<file path="src/rtl/risc_spm_pkg.sv">
// ---------------------------------------------------------------------------
// risc_spm_pkg
// Shared definitions for the RISC SPM control unit: opcode values, the
// controller state encoding, BUS2 multiplexer select codes and the helper
// that decodes the address-space bit of a register field.
// ---------------------------------------------------------------------------
package risc_spm_pkg;

    // Opcodes (instr[WORD_SZ-1 -: OP_SZ]); anything not listed is illegal.
    localparam logic [3:0] OP_NOP = 4'h0;
    localparam logic [3:0] OP_ADD = 4'h1;
    localparam logic [3:0] OP_SUB = 4'h2;
    localparam logic [3:0] OP_AND = 4'h3;
    localparam logic [3:0] OP_NOT = 4'h4;
    localparam logic [3:0] OP_RD  = 4'h5;
    localparam logic [3:0] OP_WR  = 4'h6;
    localparam logic [3:0] OP_BR  = 4'h7;
    localparam logic [3:0] OP_BRZ = 4'h8;
    localparam logic [3:0] OP_HLT = 4'hF;

    // Controller states, 4-bit encoding.
    typedef enum logic [3:0] {
        S_IDLE = 4'd0,
        S_FET1 = 4'd1,
        S_FET2 = 4'd2,
        S_DEC  = 4'd3,
        S_EX1  = 4'd4,
        S_RD1  = 4'd5,
        S_RD2  = 4'd6,
        S_WR1  = 4'd7,
        S_WR2  = 4'd8,
        S_BR1  = 4'd9,
        S_BR2  = 4'd10,
        S_HALT = 4'd11
    } state_e;

    // BUS2 multiplexer select codes.
    localparam logic [1:0] BUS2_ALU  = 2'd0;
    localparam logic [1:0] BUS2_BUS1 = 2'd1;
    localparam logic [1:0] BUS2_MEM  = 2'd2;
    localparam logic [1:0] BUS2_IO   = 2'd3;

    // The MSB of a register field selects the address space of RD/WR.
    localparam logic SPACE_MEM = 1'b0;
    localparam logic SPACE_IO  = 1'b1;

    function automatic logic is_io(input logic space_bit);
        return space_bit == SPACE_IO;
    endfunction

endpackage

</file>
<file path="src/rtl/risc_ctrl_fsm_if.sv">
// ---------------------------------------------------------------------------
// risc_ctrl_fsm_if
// Bundle between the control unit and the datapath / memory / I/O side.
//   instr, zero, io_ack          : datapath -> controller
//   load_reg, bus1_sel, bus2_sel : register load strobes and bus selects
//   load_pc .. load_reg_z        : datapath strobes
//   mem_write, io_req, io_write  : memory / I/O access controls
//   halted, err                  : status
// master = controller side, slave = datapath side.
// ---------------------------------------------------------------------------
interface risc_ctrl_fsm_if #(
    parameter int WORD_SZ = 8,
    parameter int FLD_SZ  = 2
);
    localparam int NREG  = 2**FLD_SZ;
    localparam int SEL_W = $clog2(NREG + 1);

    logic [WORD_SZ-1:0] instr;
    logic               zero;
    logic               io_ack;
    logic [NREG-1:0]    load_reg;
    logic [SEL_W-1:0]   bus1_sel;
    logic [1:0]         bus2_sel;
    logic               load_pc;
    logic               inc_pc;
    logic               load_ir;
    logic               load_add_r;
    logic               load_reg_y;
    logic               load_reg_z;
    logic               mem_write;
    logic               io_req;
    logic               io_write;
    logic               halted;
    logic               err;

    modport master (
        input  instr, zero, io_ack,
        output load_reg, bus1_sel, bus2_sel, load_pc, inc_pc, load_ir,
               load_add_r, load_reg_y, load_reg_z, mem_write, io_req,
               io_write, halted, err
    );

    modport slave (
        output instr, zero, io_ack,
        input  load_reg, bus1_sel, bus2_sel, load_pc, inc_pc, load_ir,
               load_add_r, load_reg_y, load_reg_z, mem_write, io_req,
               io_write, halted, err
    );

endinterface

</file>
<file path="src/rtl/risc_ctrl_fsm_io_wait_timer.sv">
// ---------------------------------------------------------------------------
// io_wait_timer
// Counts I/O wait cycles of one access and flags the cycle in which the
// wait budget runs out.
//   clk, rst : clock, asynchronous active-low reset
//   clr      : restart the count (access about to begin)
//   en       : an I/O wait cycle without acknowledge
//   expired  : this cycle is the last allowed wait cycle (IO_TIMEOUT != 0)
// IO_TIMEOUT = 0 disables expiry; the counter then just wraps unobserved.
// ---------------------------------------------------------------------------
module io_wait_timer #(
    parameter int IO_TIMEOUT = 16
) (
    input  logic clk,
    input  logic rst,
    input  logic clr,
    input  logic en,
    output logic expired
);
    localparam int                CNT_W = (IO_TIMEOUT > 1) ? $clog2(IO_TIMEOUT) : 1;
    localparam logic [CNT_W-1:0]  LAST  = CNT_W'((IO_TIMEOUT > 0) ? IO_TIMEOUT - 1 : 0);

    logic [CNT_W-1:0] count_q, count_d;

    always_comb begin
        count_d = count_q;
        if (clr)
            count_d = '0;
        else if (en)
            count_d = count_q + CNT_W'(1);
    end

    always_ff @(posedge clk or negedge rst) begin
        if (!rst)
            count_q <= '0;
        else
            count_q <= count_d;
    end

    assign expired = (IO_TIMEOUT != 0) && en && (count_q == LAST);

endmodule

</file>
<file path="src/rtl/risc_ctrl_fsm.sv">
// ---------------------------------------------------------------------------
// risc_ctrl_fsm
// Multi-cycle control unit for the RISC SPM datapath. Fetches and decodes
// the IR, sequences register loads and bus selects, and runs RD/WR accesses
// to either memory or an I/O space with a req/ack wait-state handshake.
//   clk, rst : clock, asynchronous active-low reset
//   bus      : risc_ctrl_fsm_if.master (instr/zero/io_ack in, controls out)
// Only the state and the sticky err flag are registered; every other output
// is decoded from the current state, instr, zero and io_ack, so a reset
// drops io_req immediately.
// ---------------------------------------------------------------------------
module risc_ctrl_fsm
    import risc_spm_pkg::*;
#(
    parameter int WORD_SZ    = 8,
    parameter int OP_SZ      = 4,
    parameter int FLD_SZ     = 2,
    parameter int IO_TIMEOUT = 16
) (
    input  logic            clk,
    input  logic            rst,
    risc_ctrl_fsm_if.master bus
);
    localparam int               NREG   = 2**FLD_SZ;
    localparam int               SEL_W  = $clog2(NREG + 1);
    localparam logic [SEL_W-1:0] SEL_PC = SEL_W'(NREG);

    state_e state_q, state_d;
    logic   err_q, err_d;

    logic [OP_SZ-1:0]  opcode;
    logic [FLD_SZ-1:0] src, dst;
    logic [NREG-1:0]   dst_onehot;
    logic              rd_io, wr_io, io_wait;
    logic              timer_clr, timer_en, timer_expired;

    assign opcode     = bus.instr[WORD_SZ-1 -: OP_SZ];
    assign src        = bus.instr[2*FLD_SZ-1 -: FLD_SZ];
    assign dst        = bus.instr[FLD_SZ-1:0];
    assign dst_onehot = NREG'(1) << dst;

    // RD picks its space from the source field, WR from the destination field.
    assign rd_io   = is_io(src[FLD_SZ-1]);
    assign wr_io   = is_io(dst[FLD_SZ-1]);
    assign io_wait = ((state_q == S_RD2) && rd_io) || ((state_q == S_WR2) && wr_io);

    // RD1/WR1 are the only ways into RD2/WR2, so clearing there restarts
    // the count for every access.
    assign timer_clr = (state_q == S_RD1) || (state_q == S_WR1);
    assign timer_en  = io_wait && !bus.io_ack;

    io_wait_timer #(.IO_TIMEOUT(IO_TIMEOUT)) u_io_wait_timer (
        .clk     (clk),
        .rst     (rst),
        .clr     (timer_clr),
        .en      (timer_en),
        .expired (timer_expired)
    );

    always_comb begin
        // NOTE: every signal written here gets a default first so that no
        // path through the case statement leaves one unassigned (no latches).
        state_d        = state_q;
        err_d          = err_q;
        bus.load_reg   = '0;
        bus.bus1_sel   = '0;
        bus.bus2_sel   = BUS2_ALU;
        bus.load_pc    = 1'b0;
        bus.inc_pc     = 1'b0;
        bus.load_ir    = 1'b0;
        bus.load_add_r = 1'b0;
        bus.load_reg_y = 1'b0;
        bus.load_reg_z = 1'b0;
        bus.mem_write  = 1'b0;
        bus.io_req     = 1'b0;
        bus.io_write   = 1'b0;

        case (state_q)
            S_IDLE: state_d = S_FET1;

            S_FET1: begin
                bus.bus1_sel   = SEL_PC;
                bus.bus2_sel   = BUS2_BUS1;
                bus.load_add_r = 1'b1;
                state_d        = S_FET2;
            end

            S_FET2: begin
                bus.bus2_sel = BUS2_MEM;
                bus.load_ir  = 1'b1;
                bus.inc_pc   = 1'b1;
                state_d      = S_DEC;
            end

            S_DEC: begin
                case (opcode)
                    OP_SZ'(OP_NOP): state_d = S_FET1;
                    OP_SZ'(OP_ADD), OP_SZ'(OP_SUB), OP_SZ'(OP_AND): begin
                        bus.bus1_sel   = SEL_W'(src);
                        bus.bus2_sel   = BUS2_BUS1;
                        bus.load_reg_y = 1'b1;
                        state_d        = S_EX1;
                    end
                    OP_SZ'(OP_NOT): begin
                        bus.bus1_sel   = SEL_W'(src);
                        bus.bus2_sel   = BUS2_ALU;
                        bus.load_reg   = dst_onehot;
                        bus.load_reg_z = 1'b1;
                        state_d        = S_FET1;
                    end
                    OP_SZ'(OP_RD), OP_SZ'(OP_WR), OP_SZ'(OP_BR), OP_SZ'(OP_BRZ): begin
                        if ((opcode == OP_SZ'(OP_BRZ)) && !bus.zero) begin
                            // Untaken branch: skip the address word.
                            bus.inc_pc = 1'b1;
                            state_d    = S_FET1;
                        end else begin
                            bus.bus1_sel   = SEL_PC;
                            bus.bus2_sel   = BUS2_BUS1;
                            bus.load_add_r = 1'b1;
                            if (opcode == OP_SZ'(OP_RD))
                                state_d = S_RD1;
                            else if (opcode == OP_SZ'(OP_WR))
                                state_d = S_WR1;
                            else
                                state_d = S_BR1;
                        end
                    end
                    OP_SZ'(OP_HLT): state_d = S_HALT;
                    default: begin
                        err_d   = 1'b1;
                        state_d = S_HALT;
                    end
                endcase
            end

            S_EX1: begin
                bus.bus1_sel   = SEL_W'(dst);
                bus.bus2_sel   = BUS2_ALU;
                bus.load_reg   = dst_onehot;
                bus.load_reg_z = 1'b1;
                state_d        = S_FET1;
            end

            S_RD1, S_WR1: begin
                bus.bus2_sel   = BUS2_MEM;
                bus.load_add_r = 1'b1;
                bus.inc_pc     = 1'b1;
                state_d        = (state_q == S_RD1) ? S_RD2 : S_WR2;
            end

            S_BR1: begin
                bus.bus2_sel   = BUS2_MEM;
                bus.load_add_r = 1'b1;
                state_d        = S_BR2;
            end

            S_BR2: begin
                bus.bus2_sel = BUS2_MEM;
                bus.load_pc  = 1'b1;
                state_d      = S_FET1;
            end

            S_RD2: begin
                if (!rd_io) begin
                    bus.bus2_sel = BUS2_MEM;
                    bus.load_reg = dst_onehot;
                    state_d      = S_FET1;
                end else begin
                    bus.io_req   = 1'b1;
                    bus.bus2_sel = BUS2_IO;
                    // An ack in the expiry cycle still completes the read.
                    if (bus.io_ack) begin
                        bus.load_reg = dst_onehot;
                        state_d      = S_FET1;
                    end else if (timer_expired) begin
                        err_d   = 1'b1;
                        state_d = S_HALT;
                    end
                end
            end

            S_WR2: begin
                bus.bus1_sel = SEL_W'(src);
                if (!wr_io) begin
                    bus.mem_write = 1'b1;
                    state_d       = S_FET1;
                end else begin
                    bus.io_req   = 1'b1;
                    bus.io_write = 1'b1;
                    if (bus.io_ack) begin
                        state_d = S_FET1;
                    end else if (timer_expired) begin
                        err_d   = 1'b1;
                        state_d = S_HALT;
                    end
                end
            end

            S_HALT: state_d = S_HALT;

            default: state_d = S_IDLE;
        endcase
    end

    assign bus.halted = (state_q == S_HALT);
    assign bus.err    = err_q;

    // NOTE: state flops use non-blocking assignments so every flop samples
    // the values from before the clock edge, independent of statement order.
    always_ff @(posedge clk or negedge rst) begin
        if (!rst) begin
            state_q <= S_IDLE;
            err_q   <= 1'b0;
        end else begin
            state_q <= state_d;
            err_q   <= err_d;
        end
    end

endmodule

</file>
<file path="src/flat_wrapper.sv">
// flat-port wrapper written by rule: the top's interface ports become plain ports
module risc_ctrl_fsm_flat import risc_spm_pkg::*;
#(
    parameter int WORD_SZ    = 8,
    parameter int OP_SZ      = 4,
    parameter int FLD_SZ     = 2,
    parameter int IO_TIMEOUT = 16
)
  (clk, rst, bus_instr, bus_zero, bus_io_ack, bus_load_reg, bus_bus1_sel, bus_bus2_sel, bus_load_pc, bus_inc_pc, bus_load_ir, bus_load_add_r, bus_load_reg_y, bus_load_reg_z, bus_mem_write, bus_io_req, bus_io_write, bus_halted, bus_err);
  risc_ctrl_fsm_if #(.WORD_SZ(WORD_SZ), .FLD_SZ(FLD_SZ)) bus_i ();
  input  logic clk;
  input  logic rst;
  input wire logic [$bits(bus_i.instr)-1:0] bus_instr;
  input wire logic [$bits(bus_i.zero)-1:0] bus_zero;
  input wire logic [$bits(bus_i.io_ack)-1:0] bus_io_ack;
  output wire logic [$bits(bus_i.load_reg)-1:0] bus_load_reg;
  output wire logic [$bits(bus_i.bus1_sel)-1:0] bus_bus1_sel;
  output wire logic [$bits(bus_i.bus2_sel)-1:0] bus_bus2_sel;
  output wire logic [$bits(bus_i.load_pc)-1:0] bus_load_pc;
  output wire logic [$bits(bus_i.inc_pc)-1:0] bus_inc_pc;
  output wire logic [$bits(bus_i.load_ir)-1:0] bus_load_ir;
  output wire logic [$bits(bus_i.load_add_r)-1:0] bus_load_add_r;
  output wire logic [$bits(bus_i.load_reg_y)-1:0] bus_load_reg_y;
  output wire logic [$bits(bus_i.load_reg_z)-1:0] bus_load_reg_z;
  output wire logic [$bits(bus_i.mem_write)-1:0] bus_mem_write;
  output wire logic [$bits(bus_i.io_req)-1:0] bus_io_req;
  output wire logic [$bits(bus_i.io_write)-1:0] bus_io_write;
  output wire logic [$bits(bus_i.halted)-1:0] bus_halted;
  output wire logic [$bits(bus_i.err)-1:0] bus_err;
  assign bus_i.instr = bus_instr;
  assign bus_i.zero = bus_zero;
  assign bus_i.io_ack = bus_io_ack;
  assign bus_load_reg = bus_i.load_reg;
  assign bus_bus1_sel = bus_i.bus1_sel;
  assign bus_bus2_sel = bus_i.bus2_sel;
  assign bus_load_pc = bus_i.load_pc;
  assign bus_inc_pc = bus_i.inc_pc;
  assign bus_load_ir = bus_i.load_ir;
  assign bus_load_add_r = bus_i.load_add_r;
  assign bus_load_reg_y = bus_i.load_reg_y;
  assign bus_load_reg_z = bus_i.load_reg_z;
  assign bus_mem_write = bus_i.mem_write;
  assign bus_io_req = bus_i.io_req;
  assign bus_io_write = bus_i.io_write;
  assign bus_halted = bus_i.halted;
  assign bus_err = bus_i.err;
  risc_ctrl_fsm #(.WORD_SZ(WORD_SZ), .OP_SZ(OP_SZ), .FLD_SZ(FLD_SZ), .IO_TIMEOUT(IO_TIMEOUT)) u_core (.clk(clk), .rst(rst), .bus(bus_i));
endmodule
</file>
<file path="config.mk">
export PLATFORM = sky130hd
export DESIGN_NAME = risc_ctrl_fsm_flat
export DESIGN_NICKNAME = d
export VERILOG_FILES = /design/src/rtl/risc_spm_pkg.sv /design/src/rtl/risc_ctrl_fsm_if.sv /design/src/rtl/risc_ctrl_fsm_io_wait_timer.sv /design/src/rtl/risc_ctrl_fsm.sv /design/src/flat_wrapper.sv
export SDC_FILE = /design/constraint.sdc
export NUM_CORES = 1
export LEC_CHECK = 0
export CAP_MARGIN = 10
export CORE_MARGIN = 2
export CORE_UTILIZATION = 50
export CTS_CLUSTER_SIZE = 24
export DETAILED_ROUTE_END_ITERATION = 10
export GPL_TIMING_DRIVEN = 0
export PLACE_DENSITY = 0.85
export SLEW_MARGIN = 20
export SYNTH_ARGS = -nofsm -noshare
export SYNTH_HDL_FRONTEND = slang
export SYNTH_HIERARCHICAL = 1
export SYNTH_SLANG_ARGS = --single-unit
</file>
<file path="constraint.sdc">
create_clock -name clk -period 5 [get_ports clk]
set_input_delay 1 -clock clk [delete_from_list [all_inputs] [get_ports clk]]
set_output_delay 1 -clock clk [all_outputs]
set_load 0.01 [all_outputs]
</file>
== Word level (Yosys, flattened, before mapping) ==
Cells that the tools add are included.

* Bits in registers: 9
* Bits of input ports: 12
* Output and inout port bits: 20
* Word-level logic and storage cells: 100

* $add $sub $neg: 1
* Equality and inequality tests: 24
* Shift-type cells: 1
* Multiplexer cells: 47
* Reduce and logical (&&, ||, !) cells: 24

{| class="wikitable"
|+ Operator list
! operator !! count
|-
| 2-to-1 mux 4 bit || 13
|-
| case mux 4 bit (9 select lines) || 1
|-
| equality test 4 x 3 -> 1 bit, second input constant || 8
|-
| equality test 4 bit, second input constant || 7
|-
| case mux 4 bit (3 select lines) || 2
|-
| 2-to-1 mux 1 bit || 21
|-
| equality test 4 x 2 -> 1 bit, second input constant || 4
|-
| case mux 3 bit (4 select lines) || 1
|-
| OR reduction 4 bit || 3
|-
| OR reduction 10 bit || 1
|-
| OR reduction 3 bit || 3
|-
| equality test 4 x 1 -> 1 bit, second input constant || 2
|-
| zero test 4 bit || 2
|-
| case mux 1 bit (2 select lines) || 4
|-
| case mux 2 bit (4 select lines) || 1
|-
| != test 2 bit, second input constant || 3
|-
| case mux 3 bit (2 select lines) || 1
|-
| logical AND 1 bit || 5
|-
| OR reduction 5 bit || 1
|-
| adder 4 x 1 -> 4 bit, second input constant || 1
|-
| case mux 2 bit (2 select lines) || 1
|-
| AND reduction 4 bit || 1
|-
| OR reduction 2 bit || 2
|-
| left shift 1 x 2 -> 4 bit, first input constant || 1
|-
| 6 further kinds || 8
|}

== Depth between registers and ports, before layout ==
* Depth in word-level cells: 9
* Mapped depth: 9

== By module ==
Netlist, hierarchy kept.

{| class="wikitable"
|+ By module, submodules not included
! module !! instances !! cells each !! area an instance (µm²)
|-
| risc_ctrl_fsm || 1 || 115 || 798.3
|-
| io_wait_timer || 1 || 18 || 227.7
|}

== Worst setup path after synthesis ==
Ideal clock, no wire load.

* Path type: input port to output port
* From: input bus_instr[4]
* To: output bus_bus1_sel[2]
* Data arrival time: 2.030 ns
* Required time: 4.000 ns
* Setup slack: 1.970 ns
* Cell stages on the path: 5
* Path through: clkbuf_2 > nor4b_2 > nand2_1 > a21boi_0 > a211oi_1

* Word-level cells in the longest chain between the ends: 5
* Elaborated cells on any way between the ends: 14
* Those cells by class: 8 x eq/ne; 3 x mux; 3 x reduce/logical

{| class="wikitable"
|+ Ends and longest elaborated chain
! what !! RTL line !! source
|-
| start, declared || flat_wrapper.sv:13 || <nowiki>input wire logic [$bits(bus_i.instr)-1:0] bus_instr;</nowiki>
|-
| equality test 4 bit || risc_ctrl_fsm.sv:96, risc_ctrl_fsm.sv:112 ||
|-
| logical AND 1 bit || risc_ctrl_fsm.sv:112 || <nowiki>if ((opcode == OP_SZ'(OP_BRZ)) && !bus.zero) begin</nowiki>
|-
| 2-to-1 mux 3 bit || risc_ctrl_fsm.sv:112 ||
|-
| case mux 3 bit (2 select lines) (*) || risc_ctrl_fsm.sv:96 || <nowiki>case (opcode)</nowiki>
|-
| case mux 3 bit (4 select lines) (*) || risc_ctrl_fsm.sv:78 || <nowiki>case (state_q)</nowiki>
|-
| end, declared || flat_wrapper.sv:17 || <nowiki>output wire logic [$bits(bus_i.bus1_sel)-1:0] bus_bus1_sel;</nowiki>
|}

Mark *: on every way between the ends. The rest lies on a longest branch, timed or not.

== Worst setup path after layout ==
* From: input bus_instr[6]
* To: output bus_bus1_sel[2]

The elaborated chain is that of the path after synthesis.

==> impl_metrics.csv <==
group,metric,value,unit
run_status,status,"completed",
timing,maxSlewHeadroom,69.0,%
critical_path,crit_type,"in -> out",
cells_and_area,nFillCells,163,
clocking,post_cts_buffers,0,
clocking,cts.hold.buffers_added,0,
critical_path,cp-startpoint,"bus_instr[6]",
timing,clock.fmax,252,MHz
clocking,cts_max_level,1,
critical_path,worst-path-max-fanout,10,
route,viasPerCell,6.10,
power_and_ir_drop,power.density,454,nW/um^2
power_and_ir_drop,power.switching,292,uW
cells_and_area,fin_area,1380,sq um
clocking,cts_tree,"done",
critical_path,reg2reg_depth,9,
hold_path,min_path_type,"reg -> reg",
yosys,synth_top_area_cell,"dfrtp_1",
flow_run,max_cap_viol_count,0,
global_routing,grt.overflow.total,0,
critical_path,ff2ff_setup_slack,2.68,ns
critical_path,worstPathArrival,2.97,ns
critical_path,worstPathRequired,4.00,ns
yosys,synth-seq-area-share,22.0,%
route,dr.pass1.iters,4,
timing,worstMarginPinSlew,0.465,ns
timing,period_needed,3.97,ns
power_and_ir_drop,p_int,334,uW
route,drc,0,
route,num_vias,1177,
clocking,cts_buffers,3,
floorplan,fp.dieH,49.3,um
cells_and_area,drive_above_1_share,14.5,%
yosys,synth.most_common_cell,"nor2_1",
yosys,synthesis.nets,146,
critical_path,r2r_end,"u_core/bus.err$_DFFE_PN0P_",
yosys,netlist_area,1030,sq um
floorplan,die_area,2430,sq um
cells_and_area,syn_to_final_growth,34.1,%
placement,port_buffers,29,
power_and_ir_drop,switching_share,46.6,%
yosys,synth.distinct_cells,52,
timing,slew_violations,0,
power_and_ir_drop,combinationalPowerShare,73.1,%
clocking,root_buffer,"clkbuf_4",
timing,setup_viol,0,
clocking,cts_resized,0,
yosys,ys_seq_elements,9,
yosys,synth_edf_count,0,
timing,tns,0,ns
timing,finClkSkew,0.00385,ns
clocking,clkLatencyLatePin,0.26,ns
yosys,synth-main-ff-cell,"dfrtp_1",
yosys,syn_avg_cell_area,7.71,sq um
yosys,synth_async_sr_flop_share,100,%
global_routing,track_usage,26.2,%
global_routing,antenna_found_initial,0,
global_routing,grt_pass1_wl,5070,um
floorplan,core-area,1940,sq um
floorplan,start_util,52.8,%
power_and_ir_drop,pwr-share-clk,9.0,%
placement,place_area,1350,sq um
yosys,synth_commonest_cells,"14 x nor2_1, 12 x a21oi_1, 12 x nand2_1",
floorplan,fp.dieW,49.3,um
yosys,netlist_instances,133,
cells_and_area,finish.utilization,70.9,%
route,drt_iter0_drc,63,
clocking,clockBufferDepth,2,
floorplan,ioPinCount,32,
power_and_ir_drop,pwr-share-seq,17.9,%
floorplan,rows,16,
hold_path,hold_start,"u_core/bus.err$_DFFE_PN0P_",
route,antenna_left,0,
clocking,clk_pin_slew,0.06,ns
global_routing,grt_start_max_net_pins,11,
hold_path,hold_path_end,"u_core/bus.err$_DFFE_PN0P_",
power_and_ir_drop,leakage,0.000568,uW
cells_and_area,num_antenna_cells,0,
clocking,clock_sinks,9,
global_routing,grt_pass1_vias,1137,
power_and_ir_drop,peakVddDrop,0.368,mV
critical_path,endpoint_kind,"output port",
timing,fin_crit_sh,79.4,%
route,routedWlPerCell,15.7,um
timing,rsz0062_at_grt,"no",
critical_path,timing.rr.start,"u_core/state_q[2]$_DFF_PN0_",
route,wl,3030,um
placement,dp_hpwl,2270,um
placement,gp_congestion,0.933,
hold_path,whs_path_depth,1,
cells_and_area,final_net_count,180,
yosys,yosys-top-cells-area,"dfrtp_1 22%, a21oi_1 5.9%, nor2_1 5.1%",
timing,hold_viol,0,
yosys,ys_warn_count,6,
critical_path,start_kind,"input pin",
yosys,synth_top_area_share,22.0,%
-- per-layer routing --
layer  routed length [um]  up-vias  track usage [%]
met5                    0        -                0
met2                 1420       59             41.0
met3                  233       10             5.83
met1                 1300      552             35.3
met4                   78        0             9.05
li1                     -      556                -
-- critical path, stage by stage --
cell and delay, ns:
clkdlybuf4s50_1 0.42, buf_2 0.19, nor4b_2 0.27, nand2_1 0.11
a21boi_0 0.15, a211oi_1 0.25, clkdlybuf4s50_1 0.57
-- power groups by stage --
stage	clock network (uW)	logic, uW	registers [uW]
floorplan	0	286	108
global placement	0	437	110
detailed placement	0	446	113
CTS	58.4	451	112
global route	63.0	495	115
finish	56.5	457	112
-- cell type report --
cell class	instances	area, sq um	share of cell area (%)
inverter	4	15.0	1.09
clock buffer	4	26.3	1.91
tap	27	33.8	2.45
timing repair buffer	29	290	21.1
multi-input combinational	108	716	52.0
sequential	9	225	16.4
buffer	12	70.1	5.09
-- state kept, by name (all words and copies together) (netlist names) --
signal	flops
u_core/bus.err	1
u_core/u_io_wait_timer/count_q	4
u_core/state_q	4
-- stage by stage --
step,total power [uW],setup WS [ns],std cells,hold WS [ns]
6_report,625,1.03,193,0.497
5_1_grt,672,0.945,193,0.538
4_1_cts,620,1.05,193,0.518
3_5_place_dp,559,1.08,189,0.504
3_3_place_gp,548,1.07,189,0.459
2_1_floorplan,394,1.97,133,0.506
-- logic make-up after synthesis --
family	synth area share, %
xor+xnor	0.854
flops	22.0
simple gates	38.7
mux	2.44
fa+ha+maj	1.22
buf+inv	8.29
compound gates	26.6
-- worst max path at each step --
stage                                  to  slack (ns)
after floorplan           bus_bus1_sel[2]        1.97
after global placement    bus_bus1_sel[2]        1.07
after detailed placement  bus_bus1_sel[2]        1.08
after CTS                 bus_bus1_sel[2]        1.05
after global routing      bus_bus1_sel[2]        0.94
final                     bus_bus1_sel[2]        1.03
-- layout by cell type (no fill, tap or decap), drive strengths merged, types with 2 or more instances in the layout --
| cell | n |
|---|---|
| o32ai | 2 |
| a21oi | 12 |
| nor3 | 2 |
| and3 | 2 |
| nand3 | 5 |
| clkbuf | 7 |
| o221ai | 3 |
| nor2b | 6 |
| inv | 4 |
| o21ai | 5 |
| dfrtp | 9 |
| a32o | 2 |
| and4bb | 2 |
| nand2b | 5 |
| buf | 9 |
| or3 | 3 |
| nor2 | 14 |
| or2 | 4 |
| a31o | 2 |
| a211oi | 2 |
| clkdlybuf4s50 | 29 |
| nand2 | 12 |
No activity file was read; power rests on OpenSTA's default activity.
